===== src/rtl/ring_pkg.sv =====
// Shared types and helpers for the one-hot ring counter monitor.
// Helpers take a wide vector plus the live width so any ring length up to MAX_W can reuse them.
package ring_pkg;

  typedef enum logic [1:0] {
    UNSYNC = 2'd0,
    ACQ    = 2'd1,
    LOCKED = 2'd2
  } state_t;

  localparam int MAX_W = 32;

  function automatic logic [MAX_W-1:0] width_mask(input int w);
    if (w >= MAX_W) return '1;
    return (MAX_W'(1) << w) - MAX_W'(1);
  endfunction

  function automatic logic [MAX_W-1:0] rotl(input logic [MAX_W-1:0] vec, input int w);
    logic [MAX_W-1:0] v;
    v = vec & width_mask(w);
    return ((v << 1) | (v >> (w - 1))) & width_mask(w);
  endfunction

  function automatic logic is_onehot(input logic [MAX_W-1:0] vec, input int w);
    logic [MAX_W-1:0] v;
    v = vec & width_mask(w);
    return (v != '0) && ((v & (v - MAX_W'(1))) == '0);
  endfunction

endpackage


===== src/rtl/ring_counter_monitor_if.sv =====
// Observation bus of the ring counter monitor: sampled counter value in, status/flags out.
interface ring_counter_monitor_if #(
  parameter int WIDTH     = 4,
  parameter int ERR_CNT_W = 8
);
  localparam int IDX_W = $clog2(WIDTH);

  logic                 en;
  logic [WIDTH-1:0]     q_in;
  logic                 clr_err;
  logic [IDX_W-1:0]     idx;
  logic                 idx_valid;
  logic                 locked;
  logic                 illegal;
  logic                 seq_err;
  logic [ERR_CNT_W-1:0] err_count;

  modport master (
    output en, q_in, clr_err,
    input  idx, idx_valid, locked, illegal, seq_err, err_count
  );

  modport slave (
    input  en, q_in, clr_err,
    output idx, idx_valid, locked, illegal, seq_err, err_count
  );
endinterface


===== src/rtl/onehot_to_bin.sv =====
// Combinational one-hot to binary encoder; valid is high only for exactly one set bit.
module onehot_to_bin
  import ring_pkg::*;
#(
  parameter  int WIDTH = 4,
  localparam int IDX_W = $clog2(WIDTH)
) (
  input  logic [WIDTH-1:0] vec,
  output logic [IDX_W-1:0] idx,
  output logic             valid
);

  // OR of set positions: exact for one-hot input, don't-care otherwise (valid qualifies it).
  always_comb begin
    idx = '0;
    for (int i = 0; i < WIDTH; i++) begin
      if (vec[i]) idx = idx | IDX_W'(i);
    end
  end

  assign valid = is_onehot(MAX_W'(vec), WIDTH);

endmodule


===== src/rtl/ring_counter_monitor.sv =====
// One-hot ring counter checker: decodes the hot bit, checks rotate-left succession,
// tracks lock and keeps a saturating error count.
//   state  | meaning
//   UNSYNC | no legal anchor sample yet
//   ACQ    | anchored, counting consecutive correct transitions
//   LOCKED | LOCK_CNT correct transitions seen; mismatches now flag seq_err
module ring_counter_monitor
  import ring_pkg::*;
#(
  parameter int WIDTH     = 4,
  parameter int LOCK_CNT  = 2,
  parameter int ERR_CNT_W = 8
) (
  input  logic                   clk,
  input  logic                   rst_n,
  ring_counter_monitor_if.slave  bus
);

  localparam int IDX_W = $clog2(WIDTH);
  localparam int RUN_W = $clog2(LOCK_CNT + 1);

  state_t               state;
  logic [WIDTH-1:0]     prev;
  logic [RUN_W-1:0]     run;
  logic [IDX_W-1:0]     idx_q;
  logic                 idx_valid_q;
  logic                 locked_q;
  logic                 illegal_q;
  logic                 seq_err_q;
  logic [ERR_CNT_W-1:0] err_count_q;

  logic [IDX_W-1:0]     enc_idx;
  logic                 legal;
  logic [WIDTH-1:0]     expected;
  logic                 match;
  logic                 err_event;

  onehot_to_bin #(.WIDTH(WIDTH)) u_enc (
    .vec   (bus.q_in),
    .idx   (enc_idx),
    .valid (legal)
  );

  assign expected  = WIDTH'(rotl(MAX_W'(prev), WIDTH));
  assign match     = (bus.q_in == expected);
  assign err_event = bus.en && (!legal || (state == LOCKED && !match));

  always_ff @(posedge clk or negedge rst_n) begin
    if (!rst_n) begin
      state       <= UNSYNC;
      prev        <= '0;
      run         <= '0;
      idx_q       <= '0;
      idx_valid_q <= 1'b0;
      locked_q    <= 1'b0;
      illegal_q   <= 1'b0;
      seq_err_q   <= 1'b0;
      err_count_q <= '0;
    end else begin
      illegal_q <= 1'b0;
      seq_err_q <= 1'b0;

      if (bus.en) begin
        if (legal) begin
          idx_q       <= enc_idx;
          idx_valid_q <= 1'b1;
          prev        <= bus.q_in;
        end else begin
          idx_valid_q <= 1'b0;
        end

        if (!legal) begin
          state     <= UNSYNC;
          locked_q  <= 1'b0;
          illegal_q <= 1'b1;
        end else begin
          case (state)
            UNSYNC: begin
              state <= ACQ;
              run   <= '0;
            end
            ACQ: begin
              if (match) begin
                run <= run + RUN_W'(1);
                if (int'(run) + 1 == LOCK_CNT) begin
                  state    <= LOCKED;
                  locked_q <= 1'b1;
                end
              end else begin
                run <= '0;
              end
            end
            LOCKED: begin
              if (!match) begin
                state     <= ACQ;
                run       <= '0;
                locked_q  <= 1'b0;
                seq_err_q <= 1'b1;
              end
            end
            default: begin
              state    <= UNSYNC;
              locked_q <= 1'b0;
            end
          endcase
        end
      end

      if (bus.clr_err)
        err_count_q <= '0;
      else if (err_event && err_count_q != '1)
        err_count_q <= err_count_q + ERR_CNT_W'(1);
    end
  end

  assign bus.idx       = idx_q;
  assign bus.idx_valid = idx_valid_q;
  assign bus.locked    = locked_q;
  assign bus.illegal   = illegal_q;
  assign bus.seq_err   = seq_err_q;
  assign bus.err_count = err_count_q;

endmodule


===== src/flat_wrapper.sv =====
// flat-port wrapper written by rule: the top's interface ports become plain ports
module ring_counter_monitor_flat import ring_pkg::*;
#(
  parameter int WIDTH     = 4,
  parameter int LOCK_CNT  = 2,
  parameter int ERR_CNT_W = 8
)
  (clk, rst_n, bus_en, bus_q_in, bus_clr_err, bus_idx, bus_idx_valid, bus_locked, bus_illegal, bus_seq_err, bus_err_count);
  ring_counter_monitor_if #(.WIDTH(WIDTH), .ERR_CNT_W(ERR_CNT_W)) bus_i ();
  input  logic clk;
  input  logic rst_n;
  input wire logic [$bits(bus_i.en)-1:0] bus_en;
  input wire logic [$bits(bus_i.q_in)-1:0] bus_q_in;
  input wire logic [$bits(bus_i.clr_err)-1:0] bus_clr_err;
  output wire logic [$bits(bus_i.idx)-1:0] bus_idx;
  output wire logic [$bits(bus_i.idx_valid)-1:0] bus_idx_valid;
  output wire logic [$bits(bus_i.locked)-1:0] bus_locked;
  output wire logic [$bits(bus_i.illegal)-1:0] bus_illegal;
  output wire logic [$bits(bus_i.seq_err)-1:0] bus_seq_err;
  output wire logic [$bits(bus_i.err_count)-1:0] bus_err_count;
  assign bus_i.en = bus_en;
  assign bus_i.q_in = bus_q_in;
  assign bus_i.clr_err = bus_clr_err;
  assign bus_idx = bus_i.idx;
  assign bus_idx_valid = bus_i.idx_valid;
  assign bus_locked = bus_i.locked;
  assign bus_illegal = bus_i.illegal;
  assign bus_seq_err = bus_i.seq_err;
  assign bus_err_count = bus_i.err_count;
  ring_counter_monitor #(.WIDTH(WIDTH), .LOCK_CNT(LOCK_CNT), .ERR_CNT_W(ERR_CNT_W)) u_core (.clk(clk), .rst_n(rst_n), .bus(bus_i));
endmodule

===== config.mk =====
export PLATFORM = sky130hd
export DESIGN_NAME = ring_counter_monitor_flat
export DESIGN_NICKNAME = d
export VERILOG_FILES = /design/src/rtl/ring_pkg.sv /design/src/rtl/ring_counter_monitor_if.sv /design/src/rtl/onehot_to_bin.sv /design/src/rtl/ring_counter_monitor.sv /design/src/flat_wrapper.sv
export SDC_FILE = /design/constraint.sdc
export NUM_CORES = 1
export LEC_CHECK = 0
export CAP_MARGIN = 25
export CORE_MARGIN = 2
export CORE_UTILIZATION = 40
export DETAILED_ROUTE_END_ITERATION = 7
export GPL_TIMING_DRIVEN = 1
export PLACE_DENSITY = 0.61
export SETUP_SLACK_MARGIN = 0.02
export SYNTH_ARGS = -nofsm -noshare
export SYNTH_HDL_FRONTEND = slang
export SYNTH_SLANG_ARGS = --single-unit

===== constraint.sdc =====
create_clock -name clk -period 3.42 [get_ports clk]
set_input_delay 0.513 -clock clk [delete_from_list [all_inputs] [get_ports clk]]
set_output_delay 0.513 -clock clk [all_outputs]
set_load 0.02 [all_outputs]

; ---- Word level (Yosys, flattened, before mapping)
; Cells that the tools add are included.
[op_classes]
add_sub_neg = 4
n_eq_ne = 10
mux = 25
bitwise_logic = 2
n_reduce_logical = 16
[ops]
columns = operator, count
row1 = 4-bit by 32-bit AND with 32-bit output, 1
row2 = 32-bit by 3-bit == test with 1-bit output (second input constant), 1
row3 = 32-bit logical NOT, 1
row4 = 32-bit nonzero test, 1
row5 = 2-bit two-way mux, 8
row6 = 8-bit two-way mux, 2
row7 = 1-bit two-way mux, 12
row8 = 2-bit one-hot mux with 3 select lines, 2
row9 = 3-bit != test (second input constant), 3
row10 = 8-bit by 1-bit adder with 8-bit output (second input constant), 1
row11 = 8-bit != test (second input constant), 1
row12 = 4-bit AND reduction, 2
row13 = 5-bit AND reduction, 1
row14 = 4-bit by 1-bit subtractor with 5-bit output (second input constant), 1
row15 = 4-bit == test, 1
row16 = 1-bit logical AND, 4
row17 = 2-bit != test (second input constant), 2
row18 = 4-bit by 1-bit OR with 4-bit output, 1
row19 = 2-bit by 1-bit adder with 3-bit output (second input constant), 1
row20 = 1-bit one-hot mux with 3 select lines, 1
row21 = 3-bit nonzero test, 1
row22 = 2-bit by 1-bit adder with 2-bit output (second input constant), 1
row23 = 2-bit by 1-bit == test with 1-bit output (second input constant), 1
row24 = 2-bit == test (second input constant), 1
row25 = 5 further kinds, 6
[totals]
reg_bits = 22
inputBits = 8
out_inout_bits = 14
wordCells = 66

; ---- Depth between registers and ports, before layout
; Gate-level depths: netlist (run 1).
[logic_depth]
ltp_word = 10
depth_mapped = 7

; ---- Modules after synthesis
; Synthesis (run 1) repeated with hierarchy kept, for this count alone.
[hier_totals]
cells_unflattened = 116
area_unflattened_um2 = 1272.5
[by_module_without_submodules]
columns = mod, n_inst, cells_each, area_per_inst_um2
row1 = ring_counter_monitor, 1, 110, 1222.4
row2 = onehot_to_bin, 1, 6, 50.0

; ---- Worst setup path after synthesis (run 1)
; Ideal clock, no wire load.
[synth_path]
kind = input -> register
startpoint = in bus_q_in[3]
endpoint = reg u_core.err_count_q[6], in the netlist u_core.bus.err_count[6]
setup_ns = 0.127
arrival_time_ns = 1.940
path_slack_ns = 1.353
stages = 6
path_buffers = 1
path_cell_list = buf_2 -> or4b_1 -> o311ai_4 -> a21oi_2 -> nand4_1 -> mux2_1
[synth_via]
elab_chain_cells = 9
word_cells_on_any_way = 13
classes_between = add/sub (1) / eq/ne (1) / bitwise (1) / reduce/logical (10)
[synth_rtl]
columns = element, line
row1 = start: declaration, flat_wrapper.sv:13  ; input wire logic [$bits(bus_i.q_in)-1:0] bus_q_in;
row2 = 4-bit by 1-bit subtractor with 5-bit output, ring_pkg.sv:27  ; return (v != '0) && ((v & (v - MAX_W'(1))) == '0);
row3 = 4-bit by 32-bit AND with 32-bit output, ring_pkg.sv:27
row4 = 32-bit logical NOT, ring_pkg.sv:27
row5 = 1-bit logical AND, ring_pkg.sv:27
row6 = 1-bit logical NOT, ring_counter_monitor.sv:46  ; assign err_event = bus.en && (!legal || (state == LOCKED && !match));
row7 = 1-bit logical OR *, ring_counter_monitor.sv:46
row8 = 1-bit logical AND *, ring_counter_monitor.sv:46
row9 = 1-bit logical AND *, ring_counter_monitor.sv:111  ; else if (err_event && err_count_q != '1)
row10 = 2-bit nonzero test (no line) *, -
row11 = end signal: assignment, ring_counter_monitor.sv:112  ; err_count_q <= err_count_q + ERR_CNT_W'(1);
row12 = end: declaration, ring_counter_monitor.sv:30  ; logic [ERR_CNT_W-1:0] err_count_q;
; Every way passes the cells marked *; elsewhere a longest branch is shown, timed or not.
; A chain may end at the register's enable or synchronous reset.

; ---- Worst setup path in the final report (run 1)
[layout_path]
startpoint = in bus_q_in[1]
endpoint = reg u_core.err_count_q[6], in the netlist u_core.bus.err_count[6]
; The elaborated chain is that of the path after synthesis.

==> results.md, run 1 <==
* Final Hold Viols at 0
* Number of clock sinks at 22
* Final Total Pwr at roughly 0.56 mW
* DIE WIDTH at 57.8 µm
* Data arrival, critical path at 2520 ps
* CTS tree: built
* Root buf cell: clkbuf_4
* Comb power frac at 24.8%
* DIE HEIGHT at just under 60 µm
* Final setup vio count at 0
* I/O Buffers at 21
* Mapped Area at approximately 0.0012 mm²
* Pre-antenna DRT Iters at 4
* Layout overhead on the synthesized area at 23.2%
* Placer Congestion at around 0.75
* Clock power frac at around a fifth
* Number of I/O pins at 22
* Status: complete, no violations
* Mapped Cells at 110
* Crit. End Element: register
* Antenna cells at 0
* CTS H-tree depth at 1
* Core area at 0.00276 mm²
* Critical path class: input pin to register
* Worst setup SP type: input pin
* PD cells at around 390 mW/mm²
* Gr usage total at between 10 and 15%
* Worst-path fanout max at 9
* Cts bufs inserted at 3
* Ratio of final minimum period to clock period at around two thirds
* Mapped Nets at 120
* Clk buf depth at 2
* Commonest cells after routing, fill and taps aside: 22 x dfrtp_1, 21 x clkdlybuf4s50_1, 15 x nor2_1
* Pin count of the biggest net entering global routing at 23
* # rows at 19
* Fraction of layout cells with a size suffix above 1 at about 9%
* Setup repair bufs after CTS at 0
* Max_cap viols at 0
* Tightest Hold Check Type: register to register
* Ys Warns at 0
* Sw frac at between 20% and 30%
* Synth cell types at 35
* Routed vias/inst at about 5.3
* Number of synthesized flops with an enable pin at 0
* Clock Latency Late Sink at 300 ps
* Number of DRC markers in iteration 0 at 14
* Fin crit period at ~2300 ps
* DRC at 0
* Pint at 0.395 mW
* Initial antenna violation count at 0
* Maximum vdd drop at 0.247 mV
* Initial core utilization at 42.0%
* Fmax at between 0.4 and 0.5 GHz
* Dominant synthesized flop cell: dfrtp_1
* Skew final at approximately 5.2 ps
* Global-route wire length before repair at approximately 3600 µm
* Routed vias at about 860
* Commonest non-fill, non-tap cell in the layout: dfrtp_1
* Sw Pwr at 0.165 mW
* Slew Limit Headroom at between 60% and 70%
* Tightest Pin Transition at 524 ps
* Cts hold-fix bufs at 0
* Async S/R FF share, synth at 100%
* Sequential power share at 54.7%
* Setup repair after global routing missed its margin: no
* Data required, critical path at between 3000 and 4000 ps
* Total congestion overflow at 0
* Vias in the first global route at 810
* Leakage at about 0.58 nW
* Seq/Total Area, Yosys at between 40% and 50%
* DRT antenna net count at 0
* Die area at ~0.0033 mm²
* Post-CTS sizing at 0
* Flops & latches, synth at 22
* Post-route setup TNS at 0 ps
* Pins Over Slew Limit at 0
* Reg clk slew, reported paths at about 120 ps
* Drt total wl at 2160 µm
* Nets at approximately 140
* Per-cell routed wire length at around 13 µm
* Syn avg cell area at approximately 11 µm²
sequential cells by signal (all words and copies together), names as in the netlist:
register and cells:
u_core.bus.idx_valid 1, u_core.bus.seq_err 1, u_core.bus.illegal 1, u_core.bus.locked 1, u_core.run 2, u_core.bus.idx 2
u_core.bus.err_count 8, u_core.prev 4, u_core.state 2
kinds of logic after synthesis:
logic type	Yosys count	share of synthesized area, %
buf+inv	8	2.81
fa+ha+maj	2	2.16
simple gates	37	17.7
xor+xnor	8	6.05
mux	7	6.70
compound gates	26	17.1
flops	22	47.5
path summary, 6_finish.rpt:
check                                        startpoint                       to  slack, ps  cells after the start
worst max-delay path                        bus_q_in[1]  u_core.bus.err_count[6]       1100                      6
worst min-delay path                      u_core.run[0]            u_core.run[0]        490                      1
worst max register to register  u_core.bus.err_count[0]  u_core.bus.err_count[6]       1510                      6
worst min register to register            u_core.run[0]            u_core.run[0]        490                      1
max in group asynchronous                         rst_n        u_core.bus.locked       2430                      2
min in group asynchronous                         rst_n  u_core.bus.err_count[4]        530                      1
power groups by stage:
stage / Sequential (mW) / Combinational, mW / Clock (mW)
2_1_floorplan: 0.325 / 0.0706 / 0
3_3_place_gp: 0.311 / 0.137 / 0
3_5_place_dp: 0.312 / 0.139 / 0
4_1_cts: 0.307 / 0.139 / 0.122
5_1_grt: 0.310 / 0.153 / 0.129
6_report: 0.306 / 0.139 / 0.115
per-stage QoR:
| step | cells | cell area (µm²) | setup slack, ps | util (%) | hold slack, ps |
|---|---|---|---|---|---|
| 2_1_floorplan | 110 | 1160 | 1350 | - | 217 |
| 3_3_place_gp | 158 | 1390 | 807 | 50.4 | 463 |
| 3_5_place_dp | 158 | 1390 | 767 | 50.4 | 474 |
| 4_1_cts | 161 | 1410 | 1100 | 51.2 | 490 |
| 5_1_grt | 162 | 1430 | 1000 | 51.8 | 532 |
| 6_report | 162 | 1430 | 1100 | 51.8 | 487 |
worst max-delay path: stages:
cell,delay [ps]
clkdlybuf4s50_1,520
or4b_1,620
o311ai_4,170
a21oi_2,220
nand4_1,150
mux2_1,320
final cells by class:
type	instances	area, µm²
multi-input cells	80	576
inverters	4	15.0
clock buffers	3	22.5
fillers	257	1330
well taps	31	38.8
flip-flops and latches	22	551
repair buffers	22	225
per-layer routing:
layer / global-route usage [%] / routed length (µm) / up-vias
met4: 5.98 / 16 / 0
met5: 0 / 0 / -
met3: 2.01 / 75 / 2
met1: 19.3 / 1070 / 413
met2: 21.9 / 1000 / 14
li1: - / - / 434
cells in the mapped netlist (3+ instances only):
cell,count,area share [%]
inv_1,4,1.3
nand3_1,4,1.7
a21oi_1,5,2.2
mux2_1,5,4.9
nand2_1,4,1.3
dfrtp_1,22,48
nor2_1,15,4.9
nand4_1,3,1.6
xnor2_1,8,6.0
o21ai_0,8,3.5
Note: power is estimated with default switching activity, not from simulation.
==> inputs of run 2 (changes only) <==
PLACE_DENSITY = 0.64   (was 0.61)
clock period = 2.12 ns   (was 3.42 ns; I/O delays follow)
==> run 2 against run 1 <==
  * First-iteration DRC count rose by 86%
  * Critical path type unchanged
  * Sequential share of layout area fell by 3.2 points
  * Power rose by 70%
  * Flip-flop and latch count did not move
  * Count of clock-buffer cells in the layout did not move
  * Die area did not move
  * Global-route usage rose by 1.5 points
==> results.md, run 2 (same netlist as run 1, synthesis figures left out) <==
* Status: complete, no violations
* Fin crit period at between 1500 and 2000 ps
* Final HPWL DP at between 1500 and 2000 µm
* GRT met1 Usage at 18.9% (-0.46 points)
* Cell Area, Placed at 0.00153 mm² (+10%)
* Reg clk slew, reported paths at 110 ps (about the same)
* Max_cap viols at 0 (unchanged)
* Clock Latency Late Sink at 300 ps (about the same)
* DRC at 0 (unchanged)
* Final Hold Viols at 0 (unchanged)
* Tightest Pin Transition at 473 ps (-50.7 ps)
* Data required, critical path at 2310 ps (-1310 ps)
* DIE WIDTH at 57.8 µm (unchanged)
* Slew Limit Headroom at 68.1% (+3.1 points)
* Critical Path Source: bus_q_in[3]
* WP buf/inv at 2 (+1)
* R2R Path Start: u_core.bus.err_count[0]
* Number of clock sinks at 22 (unchanged)
* Slowest CP cell: clkdlybuf4s50_1
* Pins Over Slew Limit at 0 (unchanged)
* Ratio of final minimum period to clock period at roughly 92%
* Cts hold-fix bufs at 0 (unchanged)
* Per-cell routed wire length at 12.5 µm (-5.9%)
* Nets at 161 (+13%)
* Layout overhead on the synthesized area at 34.2%
* Crit. End Element: register
* CP top delay family: buffers and inverters
* Total congestion overflow at 0 (unchanged)
* Number of DRC markers in iteration 0 at 26 (+12)
* Drt total wl at 2260 µm (+4.5%)
* Worst setup SP type: input pin
* Final std cells w/o fill at 180 (+11%)
* Max FFs per register at 8 (unchanged)
* Fmax at ~0.5 GHz
* Placer Congestion at 0.714 (-4.7%)
* Pre-antenna DRT Iters at 4 (unchanged)
* Vias in the first global route at 944 (+17%)
* I/O Buffers at 21 (unchanged)
* Sequential Area at 551 µm² (unchanged)
* Antenna cells at 0 (unchanged)
* Worst-path fanout max at 5 (-4)
* M2 GR Usage at 27.4% (+5.5 points)
* Root buf cell: clkbuf_4
* Global-route wire length before repair at 4010 µm (+11%)
* Layout Utilization at 56.4% (+4.6 points)
* Routed vias at 941 (+9.0%)
* Initial antenna violation count at 0 (unchanged)
* Core area at 0.00276 mm² (unchanged)
* Finished Cell Area at 0.00156 mm² (+8.9%)
* Initial core utilization at 42.0% (unchanged)
* Fraction of layout cells with a size suffix above 1 at 20.1% (+11 points)
* Post-CTS sizing at 0 (unchanged)
* Multi-input logic area at 576 µm² (unchanged)
* M3 GR Usage at 4.69% (+2.7 points)
* Skew final at 4.72 ps (-0.441 ps)
* Leakage at 0.663 nW (+14%)
* Placed cells at 177 (+12%)
* Setup repair after global routing missed its margin: no
* Cts bufs inserted at 3 (unchanged)
* Dpl ws at -170 ps (-937 ps)
* Final Total Pwr at 0.953 mW (+70%)
* Commonest cells after routing, fill and taps aside: 22 x dfrtp_1, 21 x clkdlybuf4s50_1, 19 x buf_4
* Die area at 0.00334 mm² (unchanged)
* Number of I/O pins at 22 (unchanged)
* DRT antenna net count at 0 (unchanged)
* Routed vias/inst at 5.23 (-1.9%)
* Hold slack at 346 ps (-140 ps)
* DIE HEIGHT at 57.8 µm (unchanged)
* Data arrival, critical path at 2150 ps (-370 ps)
* Post-route setup TNS at 0 ps (unchanged)
* PD cells at 613 mW/mm² (+56%)
* CTS tree: built
* # rows at 19 (unchanged)
* Filler cells at 250 (-2.7%)
* Setup repair bufs after CTS at 0 (unchanged)
* Commonest non-fill, non-tap cell in the layout: dfrtp_1
* CP Cell Sequence: clkdlybuf4s50_1 -> buf_4 -> xnor2_1 -> a41o_1 -> a211oi_2 -> nand3_1 -> mux2_1
* Gr usage total at 15.4% (+1.5 points)
* Slowest stage delay, CP at 500 ps (-120 ps)
* Tightest Hold Check Type: input pin to asynchronous set/reset pin
* Gr busiest metal: met2
* Final setup vio count at 0 (unchanged)
* Worst reg2reg setup slack at 330 ps (-1180 ps)
* CTS H-tree depth at 1 (unchanged)
* Final WS setup at 163 ps (-938 ps)
* Clk buf depth at 2 (unchanged)
* Pin count of the biggest net entering global routing at 23 (unchanged)
* Maximum vdd drop at 0.490 mV (+98%)
* Critical path class: input pin to register
## run 2: cell type report
class / instances / area share (%)
sequential: 22 / 35.4
tap: 31 / 2.49
timing repair buffer: 40 / 22.7
inverter: 4 / 0.965
multi-input combinational: 80 / 37.0
clock buffer: 3 / 1.45
## run 2: worst register-to-register path: stages (launching register included)
cell and delay [ps]:
dfrtp_1 410, ha_1 250, nand3_1 80, o21ai_0 400, a211oi_2 110, nand3_1 120
mux2_1 320
## run 2: path summary, 6_finish.rpt
path                                           end  cells past startpoint
hold reg to reg                      u_core.run[0]                      1
min in group clk                     u_core.run[0]                      1
max in group asynchronous           u_core.prev[0]                      2
setup reg to reg           u_core.bus.err_count[5]                      6
hold / removal                       u_core.run[0]                      2
setup / recovery           u_core.bus.err_count[5]                      7
## run 2: power by group
| group | total [mW] | switching (mW) | internal [mW] |
|---|---|---|---|
| sequential | 0.494 | 0.0305 | 0.464 |
| clock | 0.180 | 0.113 | 0.0663 |
| combinational | 0.279 | 0.127 | 0.152 |
| total | 0.953 | 0.270 | 0.682 |
## run 2: metal layers
| metal | vias to the layer above | wire length, µm |
|---|---|---|
| li1 | 470 | - |
| met1 | 453 | 1070 |
| met2 | 16 | 1090 |
| met3 | 2 | 88 |
| met4 | 0 | 8 |
| met5 | - | 0 |
